$ cat config.mk
export PLATFORM = sky130hd
export DESIGN_NAME = fsqrt_result_collector
export DESIGN_NICKNAME = d
export VERILOG_FILES = /design/src/rtl/fsqrt_result_collector.sv
export SDC_FILE = /design/constraint.sdc
export NUM_CORES = 1
export LEC_CHECK = 0
export BUFFER_PORTS_ARGS = -buffer_cell sky130_fd_sc_hd__buf_2
export CAP_MARGIN = 10
export CELL_PAD_IN_SITES_DETAIL_PLACEMENT = 0
export CELL_PAD_IN_SITES_GLOBAL_PLACEMENT = 1
export CORE_AREA = 2 2 290 292
export CTS_BUF_LIST = sky130_fd_sc_hd__clkbuf_2 sky130_fd_sc_hd__clkbuf_4 sky130_fd_sc_hd__clkbuf_8
export DETAILED_ROUTE_END_ITERATION = 12
export DIE_AREA = 0 0 292 294
export GPL_TIMING_DRIVEN = 0
export HOLD_SLACK_MARGIN = 0.08
export PLACE_DENSITY_LB_ADDON = 0.25
export SYNTH_ARGS = -nofsm -noshare
export SYNTH_HDL_FRONTEND = slang
export SYNTH_SLANG_ARGS = --single-unit
$ cat constraint.sdc
create_clock -name clk -period 8.9 [get_ports clk]
set_input_delay 1.78 -clock clk [delete_from_list [all_inputs] [get_ports clk]]
set_output_delay 1.78 -clock clk [all_outputs]
set_load 0.03 [all_outputs]
$ cat src/rtl/fsqrt_result_collector.sv
// Pairs each operand issued to the fixed-latency fsqrt pipeline with its result and buffers the pairs in a FWFT FIFO.
// Define FSQRT_COLLECT_CHECK_EN to add the zero/denormal result checker and its err_count output.
module fsqrt_result_collector #(
    parameter int LATENCY = 3,
    parameter int DEPTH   = 16
) (
    input  logic        clk,
    input  logic        reset,
    input  logic        in_valid,
    input  logic [31:0] in_op,
    input  logic [31:0] fpu_result,
    output logic        out_valid,
    input  logic        out_ready,
    output logic [63:0] out_data,
    output logic        overflow,
    output logic [31:0] pair_count
`ifdef FSQRT_COLLECT_CHECK_EN
    ,
    output logic [15:0] err_count
`endif
);

    localparam int AW = $clog2(DEPTH);
    localparam logic [AW:0] PTR_ONE = (AW + 1)'(1);

    // Operand delay line, mirroring the fsqrt pipeline depth; it never stalls.
    logic [LATENCY-1:0] stage_valid_reg;
    logic [31:0]        stage_op_reg [LATENCY];

    always_ff @(posedge clk) begin
        if (reset) begin
            stage_valid_reg <= '0;
        end else begin
            stage_valid_reg[0] <= in_valid;
            for (int i = 1; i < LATENCY; i++) begin
                stage_valid_reg[i] <= stage_valid_reg[i-1];
            end
        end
        stage_op_reg[0] <= in_op;
        for (int i = 1; i < LATENCY; i++) begin
            stage_op_reg[i] <= stage_op_reg[i-1];
        end
    end

    logic        cap_valid;
    logic [31:0] cap_op;
    logic [63:0] cap_pair;

    assign cap_valid = stage_valid_reg[LATENCY-1];
    assign cap_op    = stage_op_reg[LATENCY-1];
    assign cap_pair  = {cap_op, fpu_result};

    // Pair FIFO: extra pointer MSB distinguishes full from empty.
    logic [AW:0] wr_ptr_reg;
    logic [AW:0] rd_ptr_reg;
    logic [63:0] mem [DEPTH];
    logic        full;
    logic        empty;
    logic        pop;
    logic        push;
    logic        drop;

    assign empty = (wr_ptr_reg == rd_ptr_reg);
    assign full  = (wr_ptr_reg[AW] != rd_ptr_reg[AW]) &&
                   (wr_ptr_reg[AW-1:0] == rd_ptr_reg[AW-1:0]);
    assign pop   = !empty && out_ready;
    // A full FIFO still accepts when the head leaves in the same cycle.
    assign push  = cap_valid && (!full || pop);
    assign drop  = cap_valid && full && !pop;

    always_ff @(posedge clk) begin
        if (push && !reset) begin
            mem[wr_ptr_reg[AW-1:0]] <= cap_pair;
        end
    end

    assign out_valid = !empty;
    assign out_data  = mem[rd_ptr_reg[AW-1:0]];

    logic        overflow_reg;
    logic [31:0] pair_count_reg;

    always_ff @(posedge clk) begin
        if (reset) begin
            wr_ptr_reg     <= '0;
            rd_ptr_reg     <= '0;
            overflow_reg   <= 1'b0;
            pair_count_reg <= '0;
        end else begin
            if (push) begin
                wr_ptr_reg     <= wr_ptr_reg + PTR_ONE;
                pair_count_reg <= pair_count_reg + 32'd1;
            end
            if (pop) begin
                rd_ptr_reg <= rd_ptr_reg + PTR_ONE;
            end
            if (drop) begin
                overflow_reg <= 1'b1;
            end
        end
    end

    assign overflow   = overflow_reg;
    assign pair_count = pair_count_reg;

`ifdef FSQRT_COLLECT_CHECK_EN
    // A zero or denormal operand must produce a zero of the same sign.
    logic        special_op;
    logic        check_bad;
    logic [15:0] err_count_reg;

    assign special_op = (cap_op[30:23] == 8'd0);
    assign check_bad  = special_op && (fpu_result != {cap_op[31], 31'b0});

    always_ff @(posedge clk) begin
        if (reset) begin
            err_count_reg <= '0;
        end else if (cap_valid && check_bad && (err_count_reg != 16'hFFFF)) begin
            err_count_reg <= err_count_reg + 16'd1;
        end
    end

    assign err_count = err_count_reg;
`endif

endmodule

==> out/results.ini, run 1 <==
[worst_setup_path]
worstSetupPathType=reg -> out
reg2reg_slack_ps=5340
cp.required_ps=7120
endpoint_kind=primary output
path_max_fanout=10
critPathArrivalTime_ps=4060
start_kind=flop

[pwr]
p_comb_frac=0.033
seqPwrFrac=0.551
swShare=0.2103
power_mw=10.94
p_int_mw=8.641
leakage_nw=16.00
switchingPower_mw=2.301
ir_drop_v=0.0001249
p_clk_frac=0.416
powerDensity_mw_per_mm2=218.5

[clocking]
cts.sinks=1170
cts_made_buffers=182
clockBufferDepth=3
ctsHoldBuffers=0
clockRootBuffer=clkbuf_8
h-tree-depth=4
path_clk_slew_ps=60
tritoncts=built
cts_resized=0
post_cts_buffers=0
clk_latency_ps=840

[synthesis]
ys_seq_area_frac=0.7887
yosysTopAreaCellShare=0.7203
synth_seq_cells=1170
synth_area_per_cell_um2=23.69
synth_cell_types=47
synthTopCellsByArea=edfxtp_1 72%, mux4_2 17%, dfxtp_1 6.8%, buf_2 0.38%, clkbuf_1 0.33%
yosysTopAreaCell=edfxtp_1
synth_edf_count=1024
async_flop_share=0
synthCells=1802
syn-num-nets=1876
ys.flop_type=edfxtp_1
yosys_warnings=0
synthesis.area_mm2=0.04269

[flow_run]
drv_cap=0

[floorplan]
rows=106
coreArea_mm2=0.08289
io_pins=166
die_w_um=292
start_util=0.5150
dieHeight_um=294
dieArea_mm2=0.08585

[drt]
wl_per_cell_um=26.85
vias=20440
ant_nets=0
drc=0
viasPerCell=5.838
wl_mm=94.02
drt_first_pass_iters=7
drt-initial-drc-count=2053

[timing]
fmax_ghz=0.1714
holdWs_ps=318.2
drv_slew=0
hold_viol_final=0
slew_headroom=0.2289
skew_ps=48.64
tns_ps=0
grt_setup_unrepaired=no
worst_pin_slew_ps=1157
fin_crit_sh=0.6557
fin_crit_ps=5835
finalSetupViolations=0
fin_ws_ps=3065

[placed_design]
placed_area_mm2=0.04630
place.gp.congestion=0.7550
dpl.hpwl_mm=60.46
placed_cells=3158
port_buffers=165
place_ws_ps=3932

[final_layout]
final_nets=2336
fin_area_mm2=0.05007
largest_register_ffs=1024
final_util=0.6040
layout.area.seq_mm2=0.03367
fill_cells=5795
area.growth.synth_to_final_pct=17.28
drive_above_1_share=0.3951
stdcell_count=3501
multiInputGateArea_mm2=0.008715

[grt]
grt_max_degree=23
grt_pass1_vias=21080
grt_pass1_wl_mm=138.0
grt_use_total=0.2235
grt_overflow=0
antenna_found_initial=6

[worst_hold_path]
hold_path.class=reg -> reg

[run_status]
outcome=finished clean

-- cells by family (layout without fill, tap and decap cells) --
group,after synthesis,count (layout),share of synthesized area
AOI/OAI and AO/OA,66,66,0.009437
xor gates and xnor gates,22,22,0.004689
and+or+nand+nor,125,125,0.01650
muxes,322,322,0.1693
adders and majority gates,6,6,0.001758
buffers and inverters,91,706,0.009613
other,0,4,0
DFF,1170,1170,0.7887
-- area by class of cell --
cell class              instances  share of cell area
clock buffers                 260             0.06322
repair buffers                276             0.04296
clock inverters                79             0.01187
plain buffers                  86            0.007822
inverters                       5           0.0003748
well taps                    1080             0.02699
multi-input cells             541              0.1741
diodes                          4           0.0001999
flip-flops and latches       1170              0.6725
-- worst paths after layout --
| kind | endpoint | depth (start not counted) | from |
|---|---|---|---|
| worst max-delay path | out_data[40] | 5 | flop |
| worst min register to register | stage_op_reg[0][34] | 0 | stage_op_reg[0][2] |
| worst max register to register | mem[4][20] | 9 | wr_ptr_reg[4] |
| worst min-delay path | stage_op_reg[0][34] | 0 | stage_op_reg[0][2] |
-- critical path: stages, from the launching register on --
cell,delay [ps]
dfxtp_1,510
clkbuf_1,750
clkbuf_1,760
mux4_2,410
mux4_2,550
buf_2,220
-- synth_stat cells, drive strengths merged (4+ instances only) --
cell	count
dfxtp	146
nand2b	5
and4	7
nand4	11
xor2	6
xnor2	16
edfxtp	1024
nand3	13
ha	6
clkbuf	39
or4	5
nor2	29
mux4	320
o21ai	23
nand2	16
a2111oi	4
inv	5
nor4	6
or3	19
buf	46
a21oi	26
nor3	5
-- cells in the final DEF (no fill, tap or decap), drive strengths merged, types with 2 or more instances in the layout --
master       n
edfxtp    1024
buf        322
mux4       320
clkbuf     299
dfxtp      146
clkinv      60
nor2        29
a21oi       26
o21ai       23
or3         19
nand2       16
xnor2       16
inv         15
nand3       13
nand4       11
and4         7
xor2         6
ha           6
bufinv       6
nor4         6
nand2b       5
nor3         5
or4          5
diode        4
a2111oi      4
and3         3
o31ai        3
o211ai       3
nor2b        3
clkinvlp     3
or3b         2
a211o        2
a211oi       2
mux2i        2
-- power by group through the flow --
stage | clock [mW] | combinational [mW] | sequential, mW
after floorplan | 0 | 0.243 | 6.13
after global placement | 0 | 0.362 | 6.14
after detailed placement | 0 | 0.372 | 6.14
after CTS | 4.65 | 0.373 | 6.02
after global routing | 4.88 | 0.391 | 6.03
final | 4.55 | 0.363 | 6.02
-- per-layer routing --
layer  GRT usage  vias up  wire length [um]  part of all wire
met4     0.05632        2              1555             0.017
met2      0.3608      791             46360              0.49
li1            -     8628                 -                 -
met5           0        -                13           0.00014
met3     0.04373      139              6855             0.073
met1      0.3181    10880             39230              0.42
No activity file was read; power rests on OpenSTA's default activity.
==> run 2: changes to the inputs <==
--- a/config.mk
+++ b/config.mk
@@ -9,10 +9,10 @@
 export CAP_MARGIN = 10
 export CELL_PAD_IN_SITES_DETAIL_PLACEMENT = 0
 export CELL_PAD_IN_SITES_GLOBAL_PLACEMENT = 1
-export CORE_AREA = 2 2 290 292
+export CORE_AREA = 2 2 277 279
 export CTS_BUF_LIST = sky130_fd_sc_hd__clkbuf_2 sky130_fd_sc_hd__clkbuf_4 sky130_fd_sc_hd__clkbuf_8
 export DETAILED_ROUTE_END_ITERATION = 12
-export DIE_AREA = 0 0 292 294
+export DIE_AREA = 0 0 279 281
 export GPL_TIMING_DRIVEN = 0
 export HOLD_SLACK_MARGIN = 0.08
 export PLACE_DENSITY_LB_ADDON = 0.25
==> constraint.sdc (replaced) <==
create_clock -name clk -period 5.9 [get_ports clk]
set_input_delay 1.18 -clock clk [delete_from_list [all_inputs] [get_ports clk]]
set_output_delay 1.18 -clock clk [all_outputs]
set_load 0.03 [all_outputs]
==> run 2 against run 1 <==
Against the previous run:
- first-iteration DRC count increased by 11%
- flip-flop and latch count unchanged
- sequential power increased by 51%
- utilization increased by 5.8 points
- total power increased by 49%
- register-to-register slack got worse by 3000 ps
- sequential share of layout area increased by 0.15 points
- worst setup slack got worse by 2300 ps
- die area decreased by 8.7%
- critical endpoint is now out_data[63]
==> out/results.ini, run 2 (synthesized netlist as in run 1, its figures left out) <==
[worst_setup_path]
endpoint_kind=primary output
path_max_fanout=10  ; unchanged
start_kind=flop
critPathArrivalTime_ps=3930  ; -130 ps
worstSetupPathType=reg -> out
cp.required_ps=4720  ; -2400 ps

[grt]
grt_pass1_vias=21120  ; +0.21%
grt_use_total=0.2475  ; +0.02405
antenna_found_initial=9  ; +3
grt_overflow=0  ; unchanged
grt_max_degree=21  ; -8.7%
grt_pass1_wl_mm=137.9  ; about the same

[final_layout]
final_cell_mix=1,024 x edfxtp_1, 320 x mux4_2, 198 x clkbuf_8
fill_cells=4789  ; -17%
stdcell_count=3399  ; -2.9%
final_nets=2338  ; +0.086%
layout.area.seq_mm2=0.03367  ; unchanged
final_common_cell=edfxtp_1
area.growth.synth_to_final_pct=17.02
multiInputGateArea_mm2=0.008715  ; unchanged
drive_above_1_share=0.3980  ; +0.002896
largest_register_ffs=1024  ; unchanged

[floorplan]
io_pins=166  ; unchanged
coreArea_mm2=0.07544  ; -9.0%
rows=101  ; -4.7%
die_w_um=279  ; -4.5%
start_util=0.5659  ; +0.05085
dieArea_mm2=0.07840  ; -8.7%
dieHeight_um=281  ; -4.4%

[pwr]
leakage_nw=16.01  ; +0.10%
ir_drop_v=0.0001701  ; +36%
powerDensity_mw_per_mm2=326.3  ; +49%

[drt]
drt-initial-drc-count=2280  ; +11%
ant_nets=0  ; unchanged
vias=20540  ; +0.50%
viasPerCell=6.043  ; +3.5%
wl_mm=94.69  ; +0.72%
drc=0  ; unchanged
wl_per_cell_um=27.86  ; +3.7%
drt_first_pass_iters=5  ; -2

[clocking]
h-tree-depth=4  ; unchanged
post_cts_buffers=0  ; unchanged
cts_resized=0  ; unchanged
clockRootBuffer=clkbuf_8
clk_latency_ps=820  ; -20 ps
tritoncts=built
cts.sinks=1170  ; unchanged
ctsHoldBuffers=0  ; unchanged
cts_made_buffers=180  ; -1.1%
path_clk_slew_ps=60  ; about the same
clockBufferDepth=3  ; unchanged

[timing]
tns_ps=0  ; unchanged
fin_ws_ps=794.6  ; -2270 ps
skew_ps=25.92  ; -22.72 ps
grt_setup_unrepaired=no
slew_headroom=0.2365  ; +0.007578
hold_viol_final=0  ; unchanged
finalSetupViolations=0  ; unchanged
fin_crit_ps=5105
drv_slew=0  ; unchanged
fin_crit_sh=0.8653
fmax_ghz=0.1959
worst_pin_slew_ps=1145  ; -11.37 ps

[run_status]
outcome=finished clean

[worst_hold_path]
hold_path.class=reg -> reg

[placed_design]
place.gp.congestion=0.7785  ; +3.1%
placed_cells=3060  ; -3.1%
dpl.hpwl_mm=60.77  ; +0.51%
port_buffers=165  ; unchanged
place_ws_ps=1534  ; -2398 ps

[flow_run]
drv_cap=0  ; unchanged

run 2: report_power, final:
group          total [mW]  internal [mW]  leakage, nW  switching [mW]
Clock                6.67           3.66         1.95            3.00
Sequential           9.09           9.03         10.4          0.0549
Combinational       0.549          0.246         3.65           0.304
run 2: layout make-up:
| class | instances | area share |
|---|---|---|
| clock buffers | 268 | 0.06506 |
| diodes | 4 | 0.0002004 |
| multi-input cells | 541 | 0.1744 |
| flip-flops and latches | 1170 | 0.6740 |
| clock inverters | 67 | 0.008014 |
| well taps | 978 | 0.02449 |
| repair buffers | 280 | 0.04560 |
| inverters | 5 | 0.0003757 |
| plain buffers | 86 | 0.007839 |
run 2: final timing paths:
check                                    startpoint                   to  slack [ps]  cells past startpoint
worst max-delay path                           flop         out_data[63]         790                      5
worst min-delay path            stage_op_reg[0][43]  stage_op_reg[0][75]         320                      0
worst min register to register  stage_op_reg[0][43]  stage_op_reg[0][75]         320                      0
worst max register to register        wr_ptr_reg[4]           mem[7][18]        2340                     10
run 2: metrics by stage:
stage | power, mW | util | instance area (um2) | hold WS (ps)
global route | 16.82 | 0.6622 | 49960 | 327.6
CTS | 16.44 | 0.6621 | 49950 | 324.6
floorplan | 9.608 | - | 42690 | 309.6
finish | 16.30 | 0.6622 | 49960 | 320.7
global placement | 9.801 | 0.5930 | 44740 | 310.6
detailed placement | 9.821 | 0.6137 | 46300 | 312.1
run 2: critical path, stage by stage (launching register included):
cell      delay [ps]
dfxtp_1          430
clkbuf_1         730
clkbuf_1         730
mux4_2           410
mux4_2           590
buf_2            220
run 2: per-layer routing:
layer	GRT usage	vias to the layer above	routed length, um
li1	-	8650	-
met1	0.3363	10860	37410
met2	0.4117	893	48160
met3	0.05237	139	7359
met4	0.07100	4	1735
met5	0	-	22
